==> src/rtl/crc16_serial_tx.sv <==
// -----------------------------------------------------------------------------
// crc16_serial_tx
//
// Transmit framer for a bit-serial CRC-16 link (polynomial x^16+x^12+x^5+1).
// Payload bytes arrive over a valid/ready handshake. Each byte is sent
// MSB-first on ser_data, and the 16-bit remainder follows MSB-first. A
// bit-serial checker that uses the same polynomial and init value therefore
// ends every frame with a zero remainder.
//
// Configuration macro:
//   CRC16_TX_INIT_ONES_EN  defined   -> INIT = 16'hFFFF (CRC-16/CCITT-FALSE)
//                          undefined -> INIT = 16'h0000 (CRC-16/XMODEM)
//
// Ports:
//   Clk         in   clock, rising edge
//   R           in   asynchronous active-low reset
//   start       in   frame request, sampled only in IDLE
//   len         in   payload byte count (LEN_W bits), 0 = ignore start
//   byte_data   in   payload byte
//   byte_valid  in   byte_data valid
//   byte_ready  out  byte accepted this cycle when byte_valid is also high
//   ser_data    out  serial bit
//   ser_valid   out  ser_data carries a frame bit
//   crc_phase   out  CRC bits are on ser_data
//   busy        out  any state other than IDLE
//   done        out  one-cycle pulse after the last CRC bit
//   crc_out     out  remainder of the last frame
//   dbg_state   out  current FSM state (IDLE=0 LOAD=1 SHIFT=2 CRC=3 DONE=4)
//
// Handshake: a byte transfers on a rising edge where byte_valid and
// byte_ready are both high. byte_ready does not depend on byte_valid, and
// byte_valid without byte_ready consumes nothing.
// -----------------------------------------------------------------------------
module crc16_serial_tx #(
    parameter int LEN_W = 8
) (
    input  logic             Clk,
    input  logic             R,
    input  logic             start,
    input  logic [LEN_W-1:0] len,
    input  logic [7:0]       byte_data,
    input  logic             byte_valid,
    output logic             byte_ready,
    output logic             ser_data,
    output logic             ser_valid,
    output logic             crc_phase,
    output logic             busy,
    output logic             done,
    output logic [15:0]      crc_out,
    output logic [2:0]       dbg_state
);

`ifdef CRC16_TX_INIT_ONES_EN
    localparam logic [15:0] CRC_INIT = 16'hFFFF;
`else
    localparam logic [15:0] CRC_INIT = 16'h0000;
`endif

    typedef enum logic [2:0] {
        S_IDLE  = 3'd0,
        S_LOAD  = 3'd1,
        S_SHIFT = 3'd2,
        S_CRC   = 3'd3,
        S_DONE  = 3'd4
    } state_e;

    state_e           state_q, state_d;
    logic [15:0]      crc_q, crc_d;
    logic [7:0]       sh_q, sh_d;
    logic [2:0]       bitcnt_q, bitcnt_d;
    logic [LEN_W-1:0] left_q, left_d;
    logic [3:0]       ccnt_q, ccnt_d;
    logic [15:0]      crc_out_q, crc_out_d;

    // Bit-serial CRC step for the payload bit currently on ser_data.
    logic        fb;
    logic [15:0] crc_upd;
    assign fb      = sh_q[7] ^ crc_q[15];
    assign crc_upd = {crc_q[14:12], crc_q[11] ^ fb, crc_q[10:5],
                      crc_q[4] ^ fb, crc_q[3:0], fb};

    logic more_bytes;
    assign more_bytes = (left_q > LEN_W'(1));

    // State register
    always_ff @(posedge Clk or negedge R) begin
        if (!R) begin
            state_q   <= S_IDLE;
            crc_q     <= 16'h0000;
            sh_q      <= 8'h00;
            bitcnt_q  <= 3'd0;
            left_q    <= '0;
            ccnt_q    <= 4'd0;
            crc_out_q <= 16'h0000;
        end else begin
            state_q   <= state_d;
            crc_q     <= crc_d;
            sh_q      <= sh_d;
            bitcnt_q  <= bitcnt_d;
            left_q    <= left_d;
            ccnt_q    <= ccnt_d;
            crc_out_q <= crc_out_d;
        end
    end

    // Next-state and datapath
    always_comb begin
        state_d   = state_q;
        crc_d     = crc_q;
        sh_d      = sh_q;
        bitcnt_d  = bitcnt_q;
        left_d    = left_q;
        ccnt_d    = ccnt_q;
        crc_out_d = crc_out_q;
        unique case (state_q)
            S_IDLE: begin
                if (start && (len != '0)) begin
                    left_d  = len;
                    crc_d   = CRC_INIT;
                    state_d = S_LOAD;
                end
            end
            S_LOAD: begin
                if (byte_valid) begin
                    sh_d     = byte_data;
                    bitcnt_d = 3'd7;
                    state_d  = S_SHIFT;
                end
            end
            S_SHIFT: begin
                crc_d    = crc_upd;
                sh_d     = {sh_q[6:0], 1'b0};
                bitcnt_d = bitcnt_q - 3'd1;
                if (bitcnt_q == 3'd0) begin
                    if (more_bytes) begin
                        // The byte count drops as the current byte
                        // finishes. A stall does the same, so LOAD never
                        // needs to decrement it.
                        left_d = left_q - LEN_W'(1);
                        if (byte_valid) begin
                            sh_d     = byte_data;
                            bitcnt_d = 3'd7;
                        end else begin
                            state_d = S_LOAD;
                        end
                    end else begin
                        crc_out_d = crc_upd;
                        ccnt_d    = 4'd0;
                        state_d   = S_CRC;
                    end
                end
            end
            S_CRC: begin
                // Plain shift-out of the remainder, no feedback.
                crc_d  = {crc_q[14:0], 1'b0};
                ccnt_d = ccnt_q + 4'd1;
                if (ccnt_q == 4'd15) begin
                    state_d = S_DONE;
                end
            end
            S_DONE: begin
                state_d = S_IDLE;
            end
            default: begin
                state_d = S_IDLE;
            end
        endcase
    end

    // Outputs
    always_comb begin
        byte_ready = 1'b0;
        ser_data   = 1'b0;
        ser_valid  = 1'b0;
        crc_phase  = 1'b0;
        done       = 1'b0;
        unique case (state_q)
            S_IDLE: ;
            S_LOAD: begin
                byte_ready = 1'b1;
            end
            S_SHIFT: begin
                ser_valid  = 1'b1;
                ser_data   = sh_q[7];
                byte_ready = (bitcnt_q == 3'd0) && more_bytes;
            end
            S_CRC: begin
                ser_valid = 1'b1;
                crc_phase = 1'b1;
                ser_data  = crc_q[15];
            end
            S_DONE: begin
                done = 1'b1;
            end
            default: ;
        endcase
    end

    assign busy      = (state_q != S_IDLE);
    assign crc_out   = crc_out_q;
    assign dbg_state = state_q;

endmodule
==> config.mk <==
export PLATFORM = sky130hd
export DESIGN_NAME = crc16_serial_tx
export DESIGN_NICKNAME = d
export VERILOG_FILES = /design/src/rtl/crc16_serial_tx.sv
export SDC_FILE = /design/constraint.sdc
export NUM_CORES = 1
export LEC_CHECK = 0
export CAP_MARGIN = 25
export CORE_UTILIZATION = 45
export CTS_CLUSTER_DIAMETER = 30
export DETAILED_ROUTE_END_ITERATION = 12
export PLACE_DENSITY = 0.8
export SLEW_MARGIN = 20
export SYNTH_ARGS = -nofsm -noshare
export SYNTH_HDL_FRONTEND = slang
export SYNTH_SLANG_ARGS = --single-unit
==> constraint.sdc <==
create_clock -name Clk -period 5.4 [get_ports Clk]
set_input_delay 0.54 -clock Clk [delete_from_list [all_inputs] [get_ports Clk]]
set_output_delay 0.54 -clock Clk [all_outputs]
set_load 0.02 [all_outputs]
==> results of run 1 <==
==> final cells by class <==
| class | count | area, um2 | share of cell area [%] |
|---|---|---|---|
| timing repair buffer | 45 | 442.9 | 12.23 |
| sequential | 58 | 1451 | 40.08 |
| multi-input combinational | 166 | 1350 | 37.28 |
| clock inverter | 7 | 125.1 | 3.455 |
| tap | 75 | 93.84 | 2.592 |
| clock buffer | 9 | 123.9 | 3.421 |
| inverter | 9 | 33.78 | 0.9330 |
==> state kept, by name, indices dropped and copies added, names as in the netlist <==
register   cells
left_q         8
ccnt_q         4
crc_out       16
sh_q           8
bitcnt_q       3
crc_q         16
dbg_state      3
==> layer usage <==
metal / share of wire, % / GRT usage, %
met5: 0 / 0
met4: 1.4 / 8.070
met3: 4.3 / 6.813
met2: 47 / 32.07
met1: 47 / 26.32
==> worst register-to-register path, delay by kind of cell, from the launching register on <==
kind | cells | cell delay (ns)
and+or+nand+nor | 2 | 1.64
DFF | 1 | 0.56
muxes | 1 | 0.53
==> power groups by stage <==
stage	combinational [uW]	sequential, uW	clock, uW
6_report	742	717	503
5_1_grt	824	740	537
4_1_cts	746	715	515
3_5_place_dp	742	722	0
3_3_place_gp	725	710	0
2_1_floorplan	573	677	0
==> cell families (layout without fill, tap and decap cells) <==
kind of cell | count (synthesis) | count (layout)
AOI/OAI and AO/OA | 72 | 72
and+or+nand+nor | 66 | 66
DFF | 58 | 58
buffers and inverters | 20 | 70
muxes | 18 | 18
adders and majority gates | 5 | 5
xor gates and xnor gates | 5 | 5
==> stage by stage <==
| stage | setup slack (ns) | util [%] | hold slack (ns) | total power (uW) | instance area [um2] |
|---|---|---|---|---|---|
| after floorplan | 3.206 | - | 0.2444 | 1249 | 2897 |
| after CTS | 1.998 | 59.74 | 0.3489 | 1976 | 3621 |
| final | 1.983 | 59.74 | 0.3234 | 1962 | 3621 |
| after global routing | 1.817 | 59.74 | 0.3989 | 2101 | 3621 |
| after global placement | 2.446 | 55.64 | 0.4556 | 1435 | 3372 |
| after detailed placement | 2.385 | 55.64 | 0.4645 | 1464 | 3372 |
==> placed cells by master (no fill, tap or decap), drive strengths merged, types with 3 or more instances in the layout <==
cell type	n
nand3	5
clkinv	3
ha	5
a221o	7
a21o	4
o21ai	11
o2bb2ai	4
dfrtp	58
o22ai	3
a21oi	10
mux2	17
nor2	12
nor3	8
inv	10
nand2b	5
clkdlybuf4s50	43
nor2b	4
xor2	5
a22o	16
clkbuf	9
or3	3
and2	9
bufinv	3
nand2	7
==> worst max path at each step <==
stage	from	end	slack [ns]	depth (start not counted)
2_1_floorplan	left_q[4]	byte_ready	3.21	3
3_3_place_gp	dbg_state[1]	byte_ready	2.45	4
3_5_place_dp	dbg_state[0]	byte_ready	2.39	4
4_1_cts	dbg_state[0]	byte_ready	2.00	4
5_1_grt	dbg_state[1]	byte_ready	1.82	4
6_report	dbg_state[0]	byte_ready	1.98	4
==> results by group, run 1 <==
Yosys
  – Synthesized Nets: about 270
  – EDFF count, synth: 0
  – Synth top area share: roughly 50%
  – Cell types occupying the most area after synthesis: dfrtp_1 50%, mux2_4 8.8%, a22o_1 4.8%
  – Post-synthesis xor/xnor area fraction: under 10%
  – Post-synth top cells: 58 x dfrtp_1, 17 x mux2_4, 16 x a22o_1, 11 x nor2_1
  – Adder-Cell Fraction of Synth Area: under 10%
  – Synth Area in Simple Gates: 14.04%
  – Synth Flop Type: dfrtp_1
  – Synth Area in Compound Gates: around a fifth
  – Synth warn: 0
  – Ys async rst share: between 90% and 100%
  – Post-Syn Instances: 244
  – Count leader, synth: dfrtp_1
  – Flip-flop and latch count after synthesis: 58
  – Cell Area, Synth: between 0.002 and 0.003 mm2
  – Post-synthesis sequential area ratio: 50.11%
  – Netlist cell types: 55
  – Main combinational cell family by area after synthesis: compound AO/OA/AOI/OAI gates
  – Mux contribution to synthesized area: 9.158%
  – Post-synthesis area per instance: 11.87 um2
  – Yosys top cell by area: dfrtp_1

STA
  – Clock skew: around 0.0053 ns
  – Worst rel slew slack: about 37%
  – Hold Fails Final Rpt: 0
  – Fin Setup TNS: 0 ns
  – Final setup violation count: 0
  – Crit path time final: around 3.4 ns
  – Fin crit share: a little over three fifths
  – Slew Viols, Final: 0
  – RSZ-0062 raised after global routing: no
  – Peak Freq: 292.7 MHz
  – Slew @ Worst Pin: roughly 0.94 ns

Power and ir drop
  – Psw: about 740 uW
  – P_leak: ~0.0017 uW
  – Worst vdd ir: slightly above 0.3 mV
  – Clock network fraction of design power: 25.7%
  – P_int: around 1200 uW
  – Reg power frac: about 37%
  – Power Density: about 540 mW/mm2
  – Switching fraction of total power: 37.71%
  – Combinational power share: a little under two fifths

Clock tree
  – Clk buf depth: 2
  – Clk pin slew, worst setup/hold paths: 0.07 ns
  – Postcts setup bufs: 0
  – Hold buffer count at cts: 0
  – # resized after CTS: 0
  – H-tree Lvls: 3
  – Worst-Skew Late Latency: 0.35 ns
  – Cts bufs inserted: 9
  – CTS tree: built
  – TritonCTS Sinks: 58
  – Clock root cell: clkbuf_8

Setup path
  – WP data arrival: 2.88 ns
  – CP max FO: 16
  – Worst R2R Setup Slack: about 2.6 ns
  – Crit-path slowest cell: nor3b_2
  – Largest stage delay, worst path: between 0.8 and 0.9 ns
  – Crit-path leading delay family: simple AND/OR/NAND/NOR gates
  – Critical path type: flip-flop to primary output
  – R2R depth: 3
  – RR Endpoint: crc_out[1]
  – Buffers & Inverters on Critical Path: 1
  – Worst r2r src: dbg_state[0]
  – Crit end category: primary output
  – CP required: between 4 and 5 ns
  – Critical Path Source Type: flip-flop
  – Critical-path cell list: nor3b_2 > o311ai_1 > o21ai_0 > clkdlybuf4s50_1

GRT
  – Vias in the first global route: between 2,000 and 2,500
  – Remaining global-route overflow: 0
  – Initial antenna violation count: 0
  – Largest net degree at the start of global routing: between 50 and 60
  – First-pass GRT wire length: 10.14 mm
  – Total GRT Usage: 20.56%

Route
  – DRC: 0
  – DR pass1 iterations: 4
  – Detail Route Antenna Nets: 0
  – Routed vias: 2,099
  – Drt first-iter violations: ~110
  – Via density per instance: 5.688
  – Final WL: ~6 mm
  – DR WL/cell: between 15 and 20 um

Placed design
  – # placed instances: approximately 350
  – IO Port Bufs: between 40 and 50
  – Hpwl dp: a little over 4 mm
  – Gpl congestion: 0.8541

Finish
  – ANT cells: 0
  – Layout cells sized above 1: around 17%
  – Layout area overhead: 25.01%
  – Fill cells: between 500 and 600
  – Fin cells: between 300 and 400
  – Nets: around 310

Die
  – Initial Util: 47.79%
  – I/O pin cnt: 45
  – Chip width: roughly 80 um
  – Die area: between 0.006 and 0.007 mm2
  – FP Rows: 28
  – Die height: around 82 um
  – Core area: 0.006061 mm2

Run
  – Max Cap Viol: 0

Status
  – Status: complete, no violations

Min path
  – Worst hold path class: input pin to asynchronous set/reset pin
Note: power is estimated with default switching activity, not from simulation.
==> inputs of run 2 (changes only) <==
- PLACE_DENSITY: 0.8 -> 0.82
- clock period: 5.4 -> 3 ns (I/O delays scaled with it)
==> run 2 against run 1 <==
Compared with the run above:
- power increased by 77%
- first-iteration DRC count up 24%
- global-route usage shrank 0.78 points
- non-clock buffer count grew 4
- worst hold slack worse by 0.21 ns
- cell area rose by 0.38%
- sequential share of layout area fell by 0.15 points
- clock power is 61% higher
- largest power group unchanged
- highest routed layer unchanged
==> results by group, run 2 (synthesis gave the netlist of run 1 again) <==
Setup path
  – CP Launch Point: left_q[4]
  – CP required: 2.70 ns (-2.16 ns)
  – RR Endpoint: sh_q[2]
  – Worst r2r src: bitcnt_q[0]
  – Critical-path cell list: or4_4 > o311ai_2 > o21ai_0 > clkdlybuf4s50_1
  – Worst R2R Setup Slack: 0.83 ns (-1.72 ns)
  – WP data arrival: 2.42 ns (-0.46 ns)
  – Critical Path Source Type: flip-flop
  – Largest stage delay, worst path: 0.57 ns (-0.28 ns)
  – Crit-path slowest cell: or4_4
  – R2R depth: 6 (+3)
  – CP max FO: 7 (-9)
  – Crit end category: primary output
  – Critical path type: flip-flop to primary output

STA
  – Slew Viols, Final: 0 (unchanged)
  – Crit path time final: between 2 and 3 ns
  – Slew @ Worst Pin: 0.7390 ns (-0.2012 ns)
  – Fin Setup TNS: 0 ns (unchanged)
  – Peak Freq: around 370 MHz
  – Worst rel slew slack: 50.74% (+14 points)
  – Final setup violation count: 0 (unchanged)
  – Fin crit share: between 90 and 100%
  – RSZ-0062 raised after global routing: no
  – Clock skew: 0.01231 ns (+0.007023 ns)
  – Hold Fails Final Rpt: 0 (unchanged)

Die
  – FP Rows: 28 (unchanged)
  – I/O pin cnt: 45 (unchanged)
  – Chip width: 82.23 um (unchanged)
  – Die height: 82.23 um (unchanged)
  – Core area: 0.006061 mm2 (unchanged)
  – Initial Util: 47.79% (unchanged)
  – Die area: 0.006762 mm2 (unchanged)

Route
  – DRC: 0 (unchanged)
  – Detail Route Antenna Nets: 0 (unchanged)
  – DR WL/cell: 15.88 um (-2.5%)
  – Drt first-iter violations: 131 (+24%)
  – Via density per instance: 5.761 (+1.3%)
  – DR pass1 iterations: 4 (unchanged)
  – Routed vias: 2,149 (+2.4%)
  – Final WL: 5.923 mm (-1.4%)

Clock tree
  – Cts bufs inserted: 9 (unchanged)
  – Worst-Skew Late Latency: 0.35 ns (about the same)
  – TritonCTS Sinks: 58 (unchanged)
  – CTS tree: built
  – Postcts setup bufs: 0 (unchanged)
  – Clock root cell: clkbuf_8
  – H-tree Lvls: 3 (unchanged)
  – Clk pin slew, worst setup/hold paths: 0.08 ns (about the same)
  – Clk buf depth: 2 (unchanged)

GRT
  – Vias in the first global route: 2,074 (+0.34%)
  – First-pass GRT wire length: 9.894 mm (-2.5%)
  – Total GRT Usage: 19.78% (-0.78 points)
  – Remaining global-route overflow: 0 (unchanged)
  – Initial antenna violation count: 0 (unchanged)
  – Largest net degree at the start of global routing: 59 (unchanged)

Status
  – Status: complete, no violations

Finish
  – Fill cells: 500 (-1.4%)
  – ANT cells: 0 (unchanged)
  – Final Util: 59.97% (+0.23 points)
  – Layout cells sized above 1: 18.12% (+1.5 points)
  – Seq. cell area: 0.001451 mm2 (unchanged)
  – Most common cell after layout, fill and taps aside: dfrtp_1
  – Area of the multi-input gates: 0.001358 mm2 (+0.56%)
  – Layout area overhead: 25.49%
  – Commonest non-fill, non-tap cells in the layout: 58 x dfrtp_1, 43 x clkdlybuf4s50_1, 17 x mux2_4
  – Nets: 318 (+1.3%)

Power and ir drop
  – P_leak: 0.001665 uW (about the same)
  – Worst vdd ir: 0.4989 mV (+64%)
  – Total power: 3466 uW (+77%)
  – Power Density: 953.6 mW/mm2 (+76%)

Placed design
  – IO Port Bufs: 44 (unchanged)
  – Gpl congestion: 0.9279 (+8.6%)
  – Hpwl dp: 4.112 mm (+0.74%)

Min path
  – Worst hold path class: input pin to asynchronous set/reset pin

Run
  – Max Cap Viol: 0 (unchanged)
==> run 2: cell count changes in the layout (fill, tap and decap cells not counted), sizes merged <==
cell / before / now
buf: 2 / 6
bufinv: 3 / 2
inv: 10 / 9
clkinvlp: 0 / 2
==> run 2: worst max-delay path by stage <==
stage                       endpoint  slack, ns  depth (start not counted)
after floorplan            left_q[1]       1.03                          4
after global routing      byte_ready       0.07                          6
after global placement    byte_ready       0.59                          4
final                     byte_ready       0.28                          4
after CTS                 byte_ready       0.16                          4
after detailed placement  byte_ready       0.56                          4
==> run 2: metrics by stage <==
| stage | cell area [um2] | std cells | setup slack [ns] | hold WS [ns] |
|---|---|---|---|---|
| 2_1_floorplan | 2897 | 244 | 1.034 | 0.004409 |
| 3_3_place_gp | 3402 | 357 | 0.5939 | 0.4518 |
| 3_5_place_dp | 3402 | 357 | 0.5565 | 0.4597 |
| 4_1_cts | 3627 | 373 | 0.1553 | 0.09937 |
| 5_1_grt | 3635 | 373 | 0.06748 | 0.1460 |
| 6_report | 3635 | 373 | 0.2789 | 0.1102 |
==> run 2: critical path: cells and delay by family (launching register included) <==
| family | cells | cell delay (ns) |
|---|---|---|
| AO/OA/AOI/OAI | 2 | 0.51 |
| buffers and inverters | 1 | 0.55 |
| flip-flops | 1 | 0.45 |
| AND/OR/NAND/NOR | 1 | 0.57 |
==> run 2: what timing repair did <==
item	4_1_cts	5_1_grt
hold buffers	0	0
hold endpoints to repair	0	0
resized for setup	0	1
setup endpoints to repair	0	1
==> run 2: power breakdown <==
group          internal (uW)  total [uW]  switching (uW)
sequential              1030        1290             259
clock                    472         811             338
combinational            639        1370             728
==> run 2: routing by layer <==
| metal | GRT usage [%] | routed length (um) | share of wire [%] | up-vias |
|---|---|---|---|---|
| li1 | - | - | - | 1008 |
| met1 | 25.33 | 2722 | 46 | 1075 |
| met2 | 30.66 | 2847 | 48 | 60 |
| met3 | 7.582 | 307 | 5.2 | 6 |
| met4 | 6.491 | 45 | 0.76 | 0 |
| met5 | 0 | 0 | 0 | - |
==> run 2: final cells by class <==
type                    count  share of cell area (%)
clock buffers               9                   3.408
inverters                   9                  0.9294
clock inverters             7                   2.788
well taps                  75                   2.582
multi-input cells         166                   37.35
repair buffers             49                   13.01
flip-flops and latches     58                   39.93
==> inputs of run 3 (changes only) <==
- PLACE_DENSITY: 0.82 -> 0.71
- SKIP_LAST_GASP: not set -> 1
==> run 3 against run 2 <==
Compared with the run above:
- non-clock buffer count up 1
- setup slack worse by 0.050 ns
- die area unchanged
- global-route usage up 1.1 points
- first-iteration DRC count down 7.6%
- clock power down 12%
- fmax down 1.8%
- power down 2.5%
- register-to-register slack better by 0.04 ns
- core utilization down 0.45 points
- worst hold slack better by 0.36 ns
- critical path type unchanged
- largest power group unchanged
==> results by group, run 3 (synthesis gave the netlist of run 1 again) <==
Power and ir drop
  – Clock network fraction of design power: 21.2% (-2.2 points)
  – Power Density: 937.3 mW/mm2 (-1.7%)
  – P_leak: 0.001666 uW (about the same)
  – Reg power frac: 38.4% (+1.2 points)
  – Combinational power share: 40.4% (+0.9 points)
  – Switching fraction of total power: 38.69% (+0.46 points)
  – P_int: 2073 uW (-3.2%)
  – Worst vdd ir: 0.4721 mV (-5.4%)
  – Psw: 1308 uW (-1.3%)

Finish
  – Most common cell after layout, fill and taps aside: dfrtp_1
  – Seq. cell area: 0.001451 mm2 (unchanged)
  – Design area: 0.003607 mm2 (-0.76%)
  – Commonest non-fill, non-tap cells in the layout: 58 x dfrtp_1, 43 x clkdlybuf4s50_1, 17 x mux2_4
  – Fill cells: 500 (unchanged)
  – Area of the multi-input gates: 0.001350 mm2 (-0.55%)
  – Nets: 319 (+0.31%)
  – Layout area overhead: 24.54%
  – Layout cells sized above 1: 17.39% (-0.73 points)
  – ANT cells: 0 (unchanged)

Clock tree
  – # resized after CTS: 0 (unchanged)
  – TritonCTS Sinks: 58 (unchanged)
  – Worst-Skew Late Latency: 0.34 ns (about the same)
  – CTS tree: built
  – Cts bufs inserted: 9 (unchanged)
  – Clk buf depth: 2 (unchanged)
  – H-tree Lvls: 3 (unchanged)
  – Postcts setup bufs: 0 (unchanged)
  – Clock root cell: clkbuf_8
  – Clk pin slew, worst setup/hold paths: 0.07 ns (about the same)

Status
  – Status: complete, no violations

STA
  – Peak Freq: 360.8 MHz (-1.8%)
  – RSZ-0062 raised after global routing: no
  – Fin crit share: 92.38% (+1.7 points)
  – Final setup violation count: 0 (unchanged)
  – Worst rel slew slack: 56.27% (+5.5 points)
  – Slew @ Worst Pin: 0.6499 ns (-0.08907 ns)
  – Hold Fails Final Rpt: 0 (unchanged)
  – Crit path time final: 2.771 ns (+0.05027 ns)
  – Fin Setup TNS: 0 ns (unchanged)
  – Clock skew: 0.004997 ns (-0.007309 ns)
  – Slew Viols, Final: 0 (unchanged)

Setup path
  – Critical Path Source Type: flip-flop
  – CP required: 2.70 ns (about the same)
  – R2R depth: 6 (unchanged)
  – Critical path type: flip-flop to primary output
  – Crit end category: primary output
  – WP data arrival: 2.47 ns (+0.05 ns)
  – CP max FO: 7 (unchanged)

Route
  – DRC: 0 (unchanged)
  – DR pass1 iterations: 4 (unchanged)
  – Final WL: 6.161 mm (+4.0%)
  – Drt first-iter violations: 121 (-7.6%)
  – Detail Route Antenna Nets: 0 (unchanged)
  – DR WL/cell: 16.47 um (+3.7%)
  – Routed vias: 2,155 (+0.28%)
  – Via density per instance: 5.762 (about the same)

GRT
  – Initial antenna violation count: 0 (unchanged)
  – First-pass GRT wire length: 10.29 mm (+4.0%)
  – Total GRT Usage: 20.91% (+1.1 points)
  – Vias in the first global route: 2,056 (-0.87%)
  – Largest net degree at the start of global routing: 36 (-39%)
  – Remaining global-route overflow: 0 (unchanged)

Die
  – Core area: 0.006061 mm2 (unchanged)
  – I/O pin cnt: 45 (unchanged)
  – FP Rows: 28 (unchanged)
  – Initial Util: 47.79% (unchanged)
  – Die area: 0.006762 mm2 (unchanged)
  – Chip width: 82.23 um (unchanged)
  – Die height: 82.23 um (unchanged)

Placed design
  – IO Port Bufs: 44 (unchanged)
  – Gpl congestion: 0.8655 (-6.7%)
  – DP Area: 0.003402 mm2 (unchanged)
  – Hpwl dp: 4.068 mm (-1.1%)

Min path
  – Worst hold path class: input pin to asynchronous set/reset pin

Run
  – Max Cap Viol: 0 (unchanged)
## run 3: final timing paths
kind	start	endpoint	slack (ns)
setup / recovery	left_q[4]	byte_ready	0.23
hold / removal	R	ccnt_q[0]	0.47
setup reg to reg	bitcnt_q[0]	sh_q[5]	0.87
hold reg to reg	bitcnt_q[0]	bitcnt_q[0]	0.47
max in group asynchronous	R	crc_q[1]	1.66
min in group Clk	bitcnt_q[0]	bitcnt_q[0]	0.47
## run 3: power groups by stage
stage | combinational, uW | sequential (uW) | clock, uW
global route | 1520 | 1340 | 766
detailed placement | 1360 | 1300 | 0
floorplan | 1030 | 1220 | 0
finish | 1370 | 1300 | 716
CTS | 1380 | 1290 | 731
global placement | 1330 | 1290 | 0
## run 3: layer usage
metal	routed length (um)	track usage (%)	up-vias
met5	0	0	-
met4	97	8.947	0
met3	234	5.385	11
met2	2866	31.90	46
met1	2963	28.04	1083
li1	-	-	1015
## run 3: layout make-up
cell class	instances	area share, %
Tap cell	75	2.601
Clock buffer	11	3.920
Clock inverter	5	1.492
Timing Repair Buffer	50	13.39
Inverter	9	0.9365
Sequential cell	58	40.24
Multi-Input combinational cell	166	37.43
## run 3: stage by stage
stage	instances	util, %	power, uW	setup WS (ns)	hold slack [ns]
final	374	59.52	3381	0.2286	0.4701
after global routing	374	59.52	3625	0.02592	0.4926
after CTS	374	59.52	3402	0.1924	0.4712
after detailed placement	357	56.13	2667	0.5759	0.3144
after global placement	357	56.13	2620	0.5849	0.3034
after floorplan	244	-	2248	1.034	0.004409
## run 3: critical path, stage by stage (launching register included)
cell and delay, ns:
dfrtp_1 0.45, or4_4 0.56, o311ai_1 0.42, o21ai_0 0.15
clkdlybuf4s50_1 0.56
## run 3: what timing repair did
| item | 4_1_cts | 5_1_grt |
|---|---|---|
| endpoints found under the hold margin | 23 | 0 |
| hold buffers | 1 | 0 |
| setup endpoints to repair | 0 | 0 |
